--- config.mk ---
export PLATFORM = sky130hd
export DESIGN_NAME = viterbi_deframer
export DESIGN_NICKNAME = d
export VERILOG_FILES = /design/src/rtl/viterbi_deframer_pkg.sv /design/src/rtl/vd_byte_fifo.sv /design/src/rtl/viterbi_deframer.sv
export SDC_FILE = /design/constraint.sdc
export NUM_CORES = 1
export LEC_CHECK = 0
export ABC_AREA = 1
export CAP_MARGIN = 5
export CORE_MARGIN = 8
export CORE_UTILIZATION = 50
export CTS_CLUSTER_SIZE = 20
export DETAILED_ROUTE_END_ITERATION = 10
export GPL_TIMING_DRIVEN = 0
export MAX_ROUTING_LAYER = met4
export PLACE_DENSITY = 0.76
export SYNTH_ARGS = -nofsm -noshare
export SYNTH_HDL_FRONTEND = slang
export SYNTH_SLANG_ARGS = --single-unit
--- constraint.sdc ---
create_clock -name CLOCK -period 1.6 [get_ports CLOCK]
set_clock_uncertainty 0.1 [all_clocks]
set_input_delay 0.32 -clock CLOCK [delete_from_list [all_inputs] [get_ports CLOCK]]
set_output_delay 0.32 -clock CLOCK [all_outputs]
set_load 0.02 [all_outputs]
--- src/rtl/viterbi_deframer_pkg.sv ---
// rtl/viterbi_deframer_pkg.sv - shared constants and types for the Viterbi output deframer
//
// Holds the default frame sync pattern, the framer state encodings, the
// byte FIFO depth and the width of a FIFO entry ({sof, eof, data[7:0]}).
package viterbi_deframer_pkg;

    localparam logic [15:0] VD_SYNC_WORD_DEF = 16'hEB90;
    localparam int          VD_FIFO_DEPTH    = 4;
    localparam int          VD_TAG_W         = 10;

    typedef enum logic [1:0] {
        HUNT    = 2'd0,
        PAYLOAD = 2'd1,
        VERIFY  = 2'd2
    } vd_state_e;

endpackage

--- src/rtl/vd_byte_fifo.sv ---
// rtl/vd_byte_fifo.sv - 4-entry tagged byte FIFO with registered head outputs
//
// Ports:
//   CLOCK     in   clock
//   Reset     in   synchronous active-low reset
//   wr_en     in   write strobe for wr_data
//   wr_data   in   {sof, eof, data[7:0]}
//   rd_ready  in   consumer accept; pop when rd_valid && rd_ready
//   rd_data   out  head entry, zero while empty
//   rd_valid  out  head entry present
//   overflow  out  sticky: a write was dropped because the FIFO was full
//
// The head registers are loaded from the post-pop state, before this edge's
// write lands, so a freshly written entry appears one edge after the write.
// rd_valid therefore never runs ahead of the stored count.
module vd_byte_fifo
    import viterbi_deframer_pkg::*;
(
    input  logic                CLOCK,
    input  logic                Reset,
    input  logic                wr_en,
    input  logic [VD_TAG_W-1:0] wr_data,
    input  logic                rd_ready,
    output logic [VD_TAG_W-1:0] rd_data,
    output logic                rd_valid,
    output logic                overflow
);

    localparam int AW = $clog2(VD_FIFO_DEPTH);

    logic [VD_TAG_W-1:0] mem [VD_FIFO_DEPTH];
    logic [AW-1:0]       wr_ptr;
    logic [AW-1:0]       rd_ptr;
    logic [AW-1:0]       rd_ptr_pop;
    logic [AW:0]         count;
    logic [AW:0]         count_pop;
    logic                pop;
    logic                full;
    logic                accept;

    always_comb begin
        pop        = rd_valid && rd_ready;
        full       = (count == (AW+1)'(VD_FIFO_DEPTH));
        // a pop in the same cycle frees the slot the write needs
        accept     = wr_en && (!full || pop);
        rd_ptr_pop = rd_ptr + AW'(pop);
        count_pop  = count - (AW+1)'(pop);
    end

    always_ff @(posedge CLOCK) begin
        if (accept) begin
            mem[wr_ptr] <= wr_data;
        end
    end

    always_ff @(posedge CLOCK) begin
        if (!Reset) begin
            wr_ptr   <= '0;
            rd_ptr   <= '0;
            count    <= '0;
            rd_valid <= 1'b0;
            rd_data  <= '0;
            overflow <= 1'b0;
        end else begin
            if (accept) begin
                wr_ptr <= wr_ptr + AW'(1);
            end
            rd_ptr   <= rd_ptr_pop;
            count    <= count_pop + (AW+1)'(accept);
            if (wr_en && full && !pop) begin
                overflow <= 1'b1;
            end
            rd_valid <= (count_pop != '0);
            rd_data  <= (count_pop != '0) ? mem[rd_ptr_pop] : '0;
        end
    end

endmodule

--- src/rtl/viterbi_deframer.sv ---
// rtl/viterbi_deframer.sv - sync-word framer and byte packer for decoded Viterbi bits
//
// Ports:
//   CLOCK       in   single clock
//   Reset       in   synchronous active-low reset
//   Active      in   decoder running; low returns the framer to HUNT
//   bit_valid   in   one-cycle strobe per decoded bit
//   bit_in      in   decoded bit, sampled when bit_valid=1
//   byte_data   out  payload byte at FIFO head
//   byte_valid  out  FIFO non-empty
//   byte_ready  in   consumer accept
//   sof         out  head byte is first of its frame
//   eof         out  head byte is last of its frame
//   locked      out  framer in PAYLOAD or VERIFY
//   overflow    out  sticky byte-drop flag
//
// Build option: define VD_SYNC_INV_EN to also lock on the inverted sync
// word; payload and following sync checks are then taken as inverted.
module viterbi_deframer
    import viterbi_deframer_pkg::*;
#(
    parameter logic [15:0] SYNC_WORD     = VD_SYNC_WORD_DEF,
    parameter int          PAYLOAD_BYTES = 16,
    parameter int          MAX_MISS      = 2
)(
    input  logic       CLOCK,
    input  logic       Reset,
    input  logic       Active,
    input  logic       bit_valid,
    input  logic       bit_in,
    output logic [7:0] byte_data,
    output logic       byte_valid,
    input  logic       byte_ready,
    output logic       sof,
    output logic       eof,
    output logic       locked,
    output logic       overflow
);

    localparam logic [10:0] LAST_PBIT = 11'(8*PAYLOAD_BYTES - 1);
    localparam logic [2:0]  MISS_LIM  = 3'(MAX_MISS);

    vd_state_e           state;
    logic [15:0]         shreg;
    logic [4:0]          fill;       // bits seen in HUNT, saturates at 16
    logic [10:0]         bit_cnt;    // payload bit index, or verify bit index
    logic [2:0]          miss_cnt;
    logic [6:0]          pack;
    logic                wr_en;
    logic [VD_TAG_W-1:0] wr_data;
    logic [VD_TAG_W-1:0] fifo_head;

    logic                bv;
    logic [15:0]         shift_nxt;
    logic [15:0]         sync_exp;
    logic                hit_true;
    logic                hit;
    logic                pbit;
    logic                pay_en;
`ifdef VD_SYNC_INV_EN
    logic                inv_q;
    logic                hit_inv;
    logic                inv_now;
`endif

    always_comb begin
        bv        = bit_valid && Active;
        shift_nxt = {shreg[14:0], bit_in};
        // fill guard keeps a cleared register from matching an all-zero sync
        hit_true  = (fill == 5'd16) && (shreg == SYNC_WORD);
`ifdef VD_SYNC_INV_EN
        hit_inv   = (fill == 5'd16) && (shreg == ~SYNC_WORD) && !hit_true;
        inv_now   = (state == HUNT) ? hit_inv : inv_q;
        hit       = hit_true || hit_inv;
        pbit      = bit_in ^ inv_now;
        sync_exp  = inv_q ? ~SYNC_WORD : SYNC_WORD;
`else
        hit       = hit_true;
        pbit      = bit_in;
        sync_exp  = SYNC_WORD;
`endif
        // A bit arriving on the edge that leaves HUNT is the first payload bit.
        pay_en    = bv && ((state == PAYLOAD) || ((state == HUNT) && hit));
    end

    always_ff @(posedge CLOCK) begin
        if (!Reset) begin
            state    <= HUNT;
            locked   <= 1'b0;
            shreg    <= '0;
            fill     <= '0;
            bit_cnt  <= '0;
            miss_cnt <= '0;
            pack     <= '0;
            wr_en    <= 1'b0;
            wr_data  <= '0;
`ifdef VD_SYNC_INV_EN
            inv_q    <= 1'b0;
`endif
        end else begin
            wr_en <= 1'b0;
            if (pay_en) begin
                pack <= {pack[5:0], pbit};
                if (bit_cnt[2:0] == 3'd7) begin
                    wr_en   <= 1'b1;
                    wr_data <= {(bit_cnt[10:3] == 8'd0), (bit_cnt == LAST_PBIT), pack, pbit};
                end
            end

            if (!Active) begin
                state    <= HUNT;
                locked   <= 1'b0;
                shreg    <= '0;
                fill     <= '0;
                bit_cnt  <= '0;
                miss_cnt <= '0;
                pack     <= '0;
            end else begin
                case (state)
                    HUNT: begin
                        if (hit) begin
                            state    <= PAYLOAD;
                            locked   <= 1'b1;
                            miss_cnt <= '0;
                            bit_cnt  <= bv ? 11'd1 : 11'd0;
`ifdef VD_SYNC_INV_EN
                            inv_q    <= hit_inv;
`endif
                        end else if (bv) begin
                            shreg <= shift_nxt;
                            if (fill != 5'd16) begin
                                fill <= fill + 5'd1;
                            end
                        end
                    end
                    PAYLOAD: begin
                        if (bv) begin
                            if (bit_cnt == LAST_PBIT) begin
                                state   <= VERIFY;
                                bit_cnt <= '0;
                            end else begin
                                bit_cnt <= bit_cnt + 11'd1;
                            end
                        end
                    end
                    VERIFY: begin
                        if (bv) begin
                            shreg <= shift_nxt;
                            if (bit_cnt == 11'd15) begin
                                bit_cnt <= '0;
                                if (shift_nxt == sync_exp) begin
                                    miss_cnt <= '0;
                                    state    <= PAYLOAD;
                                end else if ((miss_cnt + 3'd1) == MISS_LIM) begin
                                    state    <= HUNT;
                                    locked   <= 1'b0;
                                    shreg    <= '0;
                                    fill     <= '0;
                                    miss_cnt <= '0;
                                end else begin
                                    // flywheel: assume the frame is still aligned
                                    miss_cnt <= miss_cnt + 3'd1;
                                    state    <= PAYLOAD;
                                end
                            end else begin
                                bit_cnt <= bit_cnt + 11'd1;
                            end
                        end
                    end
                    default: begin
                        state  <= HUNT;
                        locked <= 1'b0;
                    end
                endcase
            end
        end
    end

    vd_byte_fifo u_fifo (
        .CLOCK    (CLOCK),
        .Reset    (Reset),
        .wr_en    (wr_en),
        .wr_data  (wr_data),
        .rd_ready (byte_ready),
        .rd_data  (fifo_head),
        .rd_valid (byte_valid),
        .overflow (overflow)
    );

    assign {sof, eof, byte_data} = fifo_head;

endmodule

After elaboration in Yosys (flattened, before gate mapping) --
Memory sizes are Yosys's and may differ from the RTL's. A register that Yosys moved wholly into a read port is not among the register bits. Cells that the tools add are included.
Word-level totals: output and inout bits 13, input bits 6, register bits 65, bits in writable memories 40, logic and storage cells 117, memories 1
Memories:
- u_fifo.mem | depth 4, width 10, rd ports 1, clocked after memory_dff 1, write ports 1, RTL line vd_byte_fifo.sv:31 | logic [VD_TAG_W-1:0] mem [VD_FIFO_DEPTH];
Operators by class: equal/unequal tests 21, reductions and logical operators 28, mux-type cells 45, bitwise logic cells 1, add/sub/neg operators 7
Operator list (number):
- 16-bit 2-to-1 mux | 6
- 11-bit 2-to-1 mux | 5
- 5-bit 2-to-1 mux | 7
- 11-bit one-hot mux with 3 select lines | 1
- 16-bit equality test (second input constant) | 2
- 16-bit one-hot mux with 2 select lines | 1
- 2-bit != test (second input constant) | 8
- 3-bit 2-to-1 mux | 5
- 4-bit AND reduction | 3
- 11-bit by 1-bit adder with 11-bit output (second input constant) | 1
- 11-bit by 4-bit equality test with 1-bit output (second input constant) | 1
- 11-bit by 7-bit equality test with 1-bit output (second input constant) | 1
- 1-bit 2-to-1 mux | 11
- 2-bit 2-to-1 mux | 5
- 5-bit one-hot mux with 2 select lines | 1
- 1-bit logical AND | 8
- 8-bit zero test | 1
- 2-bit AND reduction | 4
- 8-bit AND reduction | 1
- 3-bit equality test (second input constant) | 2
- 2-bit one-hot mux with 3 select lines | 1
- 3-bit one-hot mux with 2 select lines | 1
- 6-bit AND reduction | 1
- 3-bit nonzero test | 2
- 19 further kinds | 23

Longest topological paths before layout --
depth in word-level cells 7, mapped depth 13, depth with buffers taken out 13

Hierarchy --
Synthesis repeated with hierarchy kept, for this count alone.
Second synthesis, totals: cell total of the unflattened synthesis 706, area, all modules 5612.9 um^2
By module, submodules not included:
- viterbi_deframer | sequential area each 1121.1 um^2, area an instance 3273.1 um^2, cells an instance 486, times used 1
- vd_byte_fifo | sequential area each 1581.5 um^2, area an instance 2339.7 um^2, cells an instance 220, times used 1

Worst setup path after synthesis --
OpenSTA, ideal clock, no wires.
kind reg-to-reg, from reg u_fifo.rd_valid, to reg u_fifo.rd_data[0], read port of u_fifo.mem, setup slack -0.180 ns, clock period less this slack 1.780 ns, stages on the path, launching flop included 10, buffers on the path 0, required time 1.428 ns, library setup time 0.072 ns, arrival time 1.607 ns, cells stage by stage dfxtp_1 -> nand2_1 -> inv_1 -> ha_1 -> ha_1 -> xor2_1 -> inv_1 -> a31oi_1 -> clkinv_1 -> a21oi_1
On the way: longest elaborated chain between the ends 5, elaborated cells between the ends (all ways) 6, those cells by class add/sub (2); reduce/logical (4)
RTL lines:
- start, declared | RTL line vd_byte_fifo.sv:25 | output logic rd_valid,
- start signal, assigned | RTL line vd_byte_fifo.sv:73 | rd_valid <= (count_pop != '0);
- 1-bit logical AND (*) | RTL line vd_byte_fifo.sv:42 | pop = rd_valid && rd_ready;
- 3-bit by 1-bit subtractor with 3-bit output | RTL line vd_byte_fifo.sv:47 | count_pop = count - (AW+1)'(pop);
- 3-bit nonzero test | RTL line vd_byte_fifo.sv:74 | rd_data <= (count_pop != '0) ? mem[rd_ptr_pop] : '0;
- 2-bit AND reduction (no source line)
- 1-bit zero test (no source line)
- end, declared | RTL line vd_byte_fifo.sv:24 | output logic [VD_TAG_W-1:0] rd_data,
Mark *: on every way between the ends. The rest lies on a longest branch, timed or not. A chain may end at the register's enable or synchronous reset.

Final worst setup path --
from reg shreg[1], to reg miss_cnt[0]
On the way: longest elaborated chain between the ends 5, elaborated cells between the ends (all ways) 9, those cells by class eq/ne (3); mux (4); reduce/logical (2)
RTL lines:
- start, declared | RTL line viterbi_deframer.sv:44 | logic [15:0] shreg;
- start signal, assigned | RTL line viterbi_deframer.sv:130 | shreg <= shift_nxt;
- start signal, assigned | RTL line viterbi_deframer.sv:148 | shreg <= shift_nxt;
- 16-bit equality test | RTL line viterbi_deframer.sv:151 | if (shift_nxt == sync_exp) begin
- 3-bit 2-to-1 mux | RTL line viterbi_deframer.sv:151
- 3-bit 2-to-1 mux | RTL line viterbi_deframer.sv:149 | if (bit_cnt == 11'd15) begin
- 3-bit 2-to-1 mux | RTL line viterbi_deframer.sv:147 | if (bv) begin
- 3-bit one-hot mux with 2 select lines | RTL line viterbi_deframer.sv:119 | case (state)
- end signal, assigned | RTL line viterbi_deframer.sv:162 | miss_cnt <= miss_cnt + 3'd1;
- end, declared | RTL line viterbi_deframer.sv:47 | logic [2:0] miss_cnt;
Parallel ways exist; a longest one is shown, timed or not. The select of a mux whose other input is x is not followed.

==> results.py <==
metrics = {
    "setup_path": {
        "endpoint_kind": "register",
        "reg2reg_from": "shreg[1]$_SDFFE_PN0P_",
        "cp_slowest_cell": "dfxtp_1",
        "crit_arrival_ns": 2.18,
        "path_cells": "nor2_1 -> nand3_2 -> nor2_2 -> nand3_2 -> nand2_4 -> buf_4 -> buf_6 -> nand3_4 -> o21bai_1 -> nor2_1",
        "r2r_cells": 10,
        "path_class": "reg2reg",
        "cp-startpoint": "shreg[1]$_SDFFE_PN0P_",
        "rr_endpoint": "miss_cnt[0]$_SDFFE_PN0P_",
        "crit_cells": 10,
        "critPathMaxStageDelay_ns": 0.35,
        "required_ns": 1.91,
        "ff2ff_setup_slack_ns": -0.27,
        "crit_fanout": 5,
        "start_kind": "register",
        "cp_num_buf_inv": 2,
        "crit_family": "simple AND/OR/NAND/NOR gates",
        "crit_end": "miss_cnt[0]$_SDFFE_PN0P_",
    },
    "layout": {
        "register_area_sq_mm": 0.002741,
        "multi_input_area_sq_mm": 0.003134,
        "n_fill_cell": 670,
        "n_antenna_cell": 0,
        "fin_area_sq_mm": 0.007859,
        "drive_above_1_share_pct": 45.53,
        "final_nets": 751,
        "post-route-util_pct": 73.46,
        "area_growth_pct": 45.36,
    },
    "timing": {
        "fin_crit_ns": 1.866,
        "setup_viol": 78,
        "layout_setup_ws_ns": -0.2658,
        "maxSlewHeadroom_pct": 50.70,
        "worst_slew_pin_slew_ns": 0.7395,
        "drv_slew": 0,
        "rsz0062_at_grt": "true",
        "fin_setup_tns_ns": -12.10,
        "hold_viol": 0,
        "fmax_mhz": 536.0,
        "finalCritPeriodShare_pct": 116.6,
    },
    "synth": {
        "syn_area_sq_mm": 0.005406,
        "synth_top_family_by_area": "simple AND/OR/NAND/NOR gates",
        "syn_area_per_cell_sq_um": 8.474,
        "yosys.area.top_type": "dfxtp_1",
        "synth_compound_area_share_pct": 7.082,
        "synthSimpleGateAreaFrac_pct": 26.20,
        "ys_async_sr_fraction_pct": 0,
        "synth_edf_count": 40,
        "synth_flop_cell": "dfxtp_1",
        "ys_top_cells_by_count": "144 x nand2_1, 87 x nor2_1, 75 x dfxtp_1",
        "synth.distinct_cells": 38,
        "yosysSeqAreaShare_pct": 49.99,
        "yosysWarnings": 0,
        "synth-seq-cells": 115,
        "synthXorXnorAreaFrac_pct": 0.4860,
        "synth.area.top_cells": "dfxtp_1 28%, edfxtp_1 22%, nand2_1 10%, nor2_1 6.0%, inv_1 5.1%",
        "synthCells": 638,
        "synth.mux.area_fraction_pct": 4.166,
        "synthAdderAreaFrac_pct": 4.629,
        "synth_most_common_cell": "nand2_1",
        "yosys.area.top_type_share_pct": 27.77,
        "syn_nets": 664,
    },
    "power_and_ir_drop": {
        "p_per_area_mw_per_mm2": 1101,
        "ir_drop_mv": 0.7497,
        "p_total_w": 0.008652,
        "p_sw_share_pct": 26.85,
        "p_seq_share_pct": 36.2,
        "p_sw_w": 0.002323,
        "pwr-share-clk_pct": 47.2,
        "comb_power_share_pct": 16.6,
        "p_int_w": 0.006329,
        "total_leakage_power_nw": 3.105,
    },
    "place": {
        "place_hpwl_mm": 7.898,
        "dp_slack_ns": -0.9033,
        "routabilityCongestion": 0.8989,
        "placed_area_sq_mm": 0.005859,
        "io_buffers": 18,
    },
    "clocking": {
        "clkTransAtPathRegs_ns": 0.07,
        "clock-root-buffer": "clkbuf_8",
        "clkSinkCount": 115,
        "tritoncts": "done",
        "ctsHtreeMaxLevel": 4,
        "clk_latency_ns": 0.53,
        "hold_buffers": 0,
        "cts_max_path_buffers": 2,
        "numCtsBuffers": 17,
    },
    "floorplanning": {
        "rows": 38,
        "initial_core_util_pct": 50.54,
        "die-area_sq_mm": 0.01440,
        "die_x_microns": 120.0,
        "design.core.area_sq_mm": 0.01070,
        "die_h_microns": 120.0,
        "top_level_ports": 19,
    },
    "drt": {
        "routed_wl_mm": 15.16,
        "dr_total_vias": 4716,
        "ant_nets": 0,
        "dr.pass1.iters": 5,
        "wl_per_cell_microns": 17.27,
        "via_per_inst": 5.371,
        "drc": 0,
        "drt_iter0_drc": 333,
    },
    "global_routing": {
        "track_usage_pct": 21.83,
        "grt-ovfl-total": 0,
        "antenna_found_initial": 0,
        "grt_pass1_vias": 4934,
        "grt_pass1_wl_mm": 24.07,
        "grt_max_degree": 17,
    },
    "status": {
        "status": "finished, violations left",
        "violations": "setup timing",
    },
    "hold_path": {
        "hp-class": "reg2reg",
    },
    "job": {
        "maxCapViolCount": 0,
    },
}
final cells by class:
| type | count | share of cell area, % |
|---|---|---|
| multi-input combinational | 426 | 39.88 |
| sequential | 115 | 34.88 |
| timing repair buffer | 69 | 8.772 |
| clock buffer | 17 | 5.270 |
| inverter | 80 | 4.394 |
| clock inverter | 15 | 2.802 |
| tap | 140 | 2.229 |
| buffer | 15 | 1.656 |
| timing repair inverter | 1 | 0.1114 |
logic make-up (layout without fill, tap and decap cells):
kind of cell	Yosys count	in the layout
AO/OA/AOI/OAI	66	66
XOR/XNOR	3	3
adder cells (fa/ha/maj)	20	20
flip-flops	115	115
AND/OR/NAND/NOR	317	317
buffers and inverters	97	197
multiplexers	20	20
power groups by stage:
stage          registers [W]  logic [W]  clock network [W]
2_1_floorplan        0.00325   0.000534                  0
3_3_place_gp         0.00318   0.000831                  0
3_5_place_dp         0.00319   0.000851                  0
4_1_cts              0.00313    0.00152            0.00408
5_1_grt              0.00314    0.00153            0.00423
6_report             0.00314    0.00144            0.00408
worst min-delay path, stage by stage (launching register included):
cell and delay (ns):
dfxtp_1 0.33, nor2_1 0.05, nor2_1 0.06
worst min path at each step:
stage,from,end,cells past startpoint
floorplan,pack[0]$_SDFFE_PN0P_,wr_data[1]$_SDFFE_PN0P_,2
global placement,pack[4]$_SDFFE_PN0P_,wr_data[5]$_SDFFE_PN0P_,2
detailed placement,pack[5]$_SDFFE_PN0P_,wr_data[6]$_SDFFE_PN0P_,2
CTS,shreg[15]$_SDFFE_PN0P_,shreg[15]$_SDFFE_PN0P_,2
global route,pack[2]$_SDFFE_PN0P_,wr_data[3]$_SDFFE_PN0P_,2
finish,pack[6]$_SDFFE_PN0P_,pack[6]$_SDFFE_PN0P_,2
registers in the layout, indices dropped and copies added (netlist names):
| signal | flops |
|---|---|
| u_fifo.overflow | 1 |
| bit_cnt | 11 |
| miss_cnt | 3 |
| u_fifo.rd_ptr | 2 |
| wr_data | 10 |
| u_fifo.mem | 40 |
| locked | 1 |
| fill | 5 |
| pack | 7 |
| u_fifo.rd_valid | 1 |
| wr_en | 1 |
| u_fifo.rd_data | 10 |
| state | 2 |
| u_fifo.count | 3 |
| u_fifo.wr_ptr | 2 |
| shreg | 16 |
stage by stage:
stage,instances,hold WS (ns)
final,878,0.3708
after global placement,796,0.3528
after detailed placement,796,0.3579
after global routing,878,0.3951
after floorplan,638,0.3358
after CTS,872,0.3688
layer usage:
layer,track usage [%],vias to the layer above,share of wire (%)
li1,-,2266,-
met1,21.45,2272,39
met2,39.89,138,55
met3,4.697,40,3.6
met4,10.93,0,2.5
met5,-,-,0
cell usage in the layout (no fill, tap or decap), types with 7 or more instances in the layout:
master and count:
nand2_1 82, nor2_1 64, inv_1 58, dfxtp_1 58, nand2_2 50, edfxtp_1 40, a21oi_2 31, nand4_1 28
buf_6 28, nand3_1 24, buf_4 24, nand2_4 19, mux2_4 19, clkbuf_16 17, nor2_4 14, nor2_2 13
inv_2 12, o21ai_2 12, a21oi_1 10, ha_1 10, ha_4 10, dfxtp_2 10, nand3_2 8, clkinv_4 8
clkbuf_2 8, dfxtp_4 7
what timing repair did:
item	CTS	global route
gates resized for setup	231	100
setup endpoints to repair	121	101
setup buffers	37	10
pin swaps	74	47
gates cloned	8	1
Power figures use the tool's default switching activity.
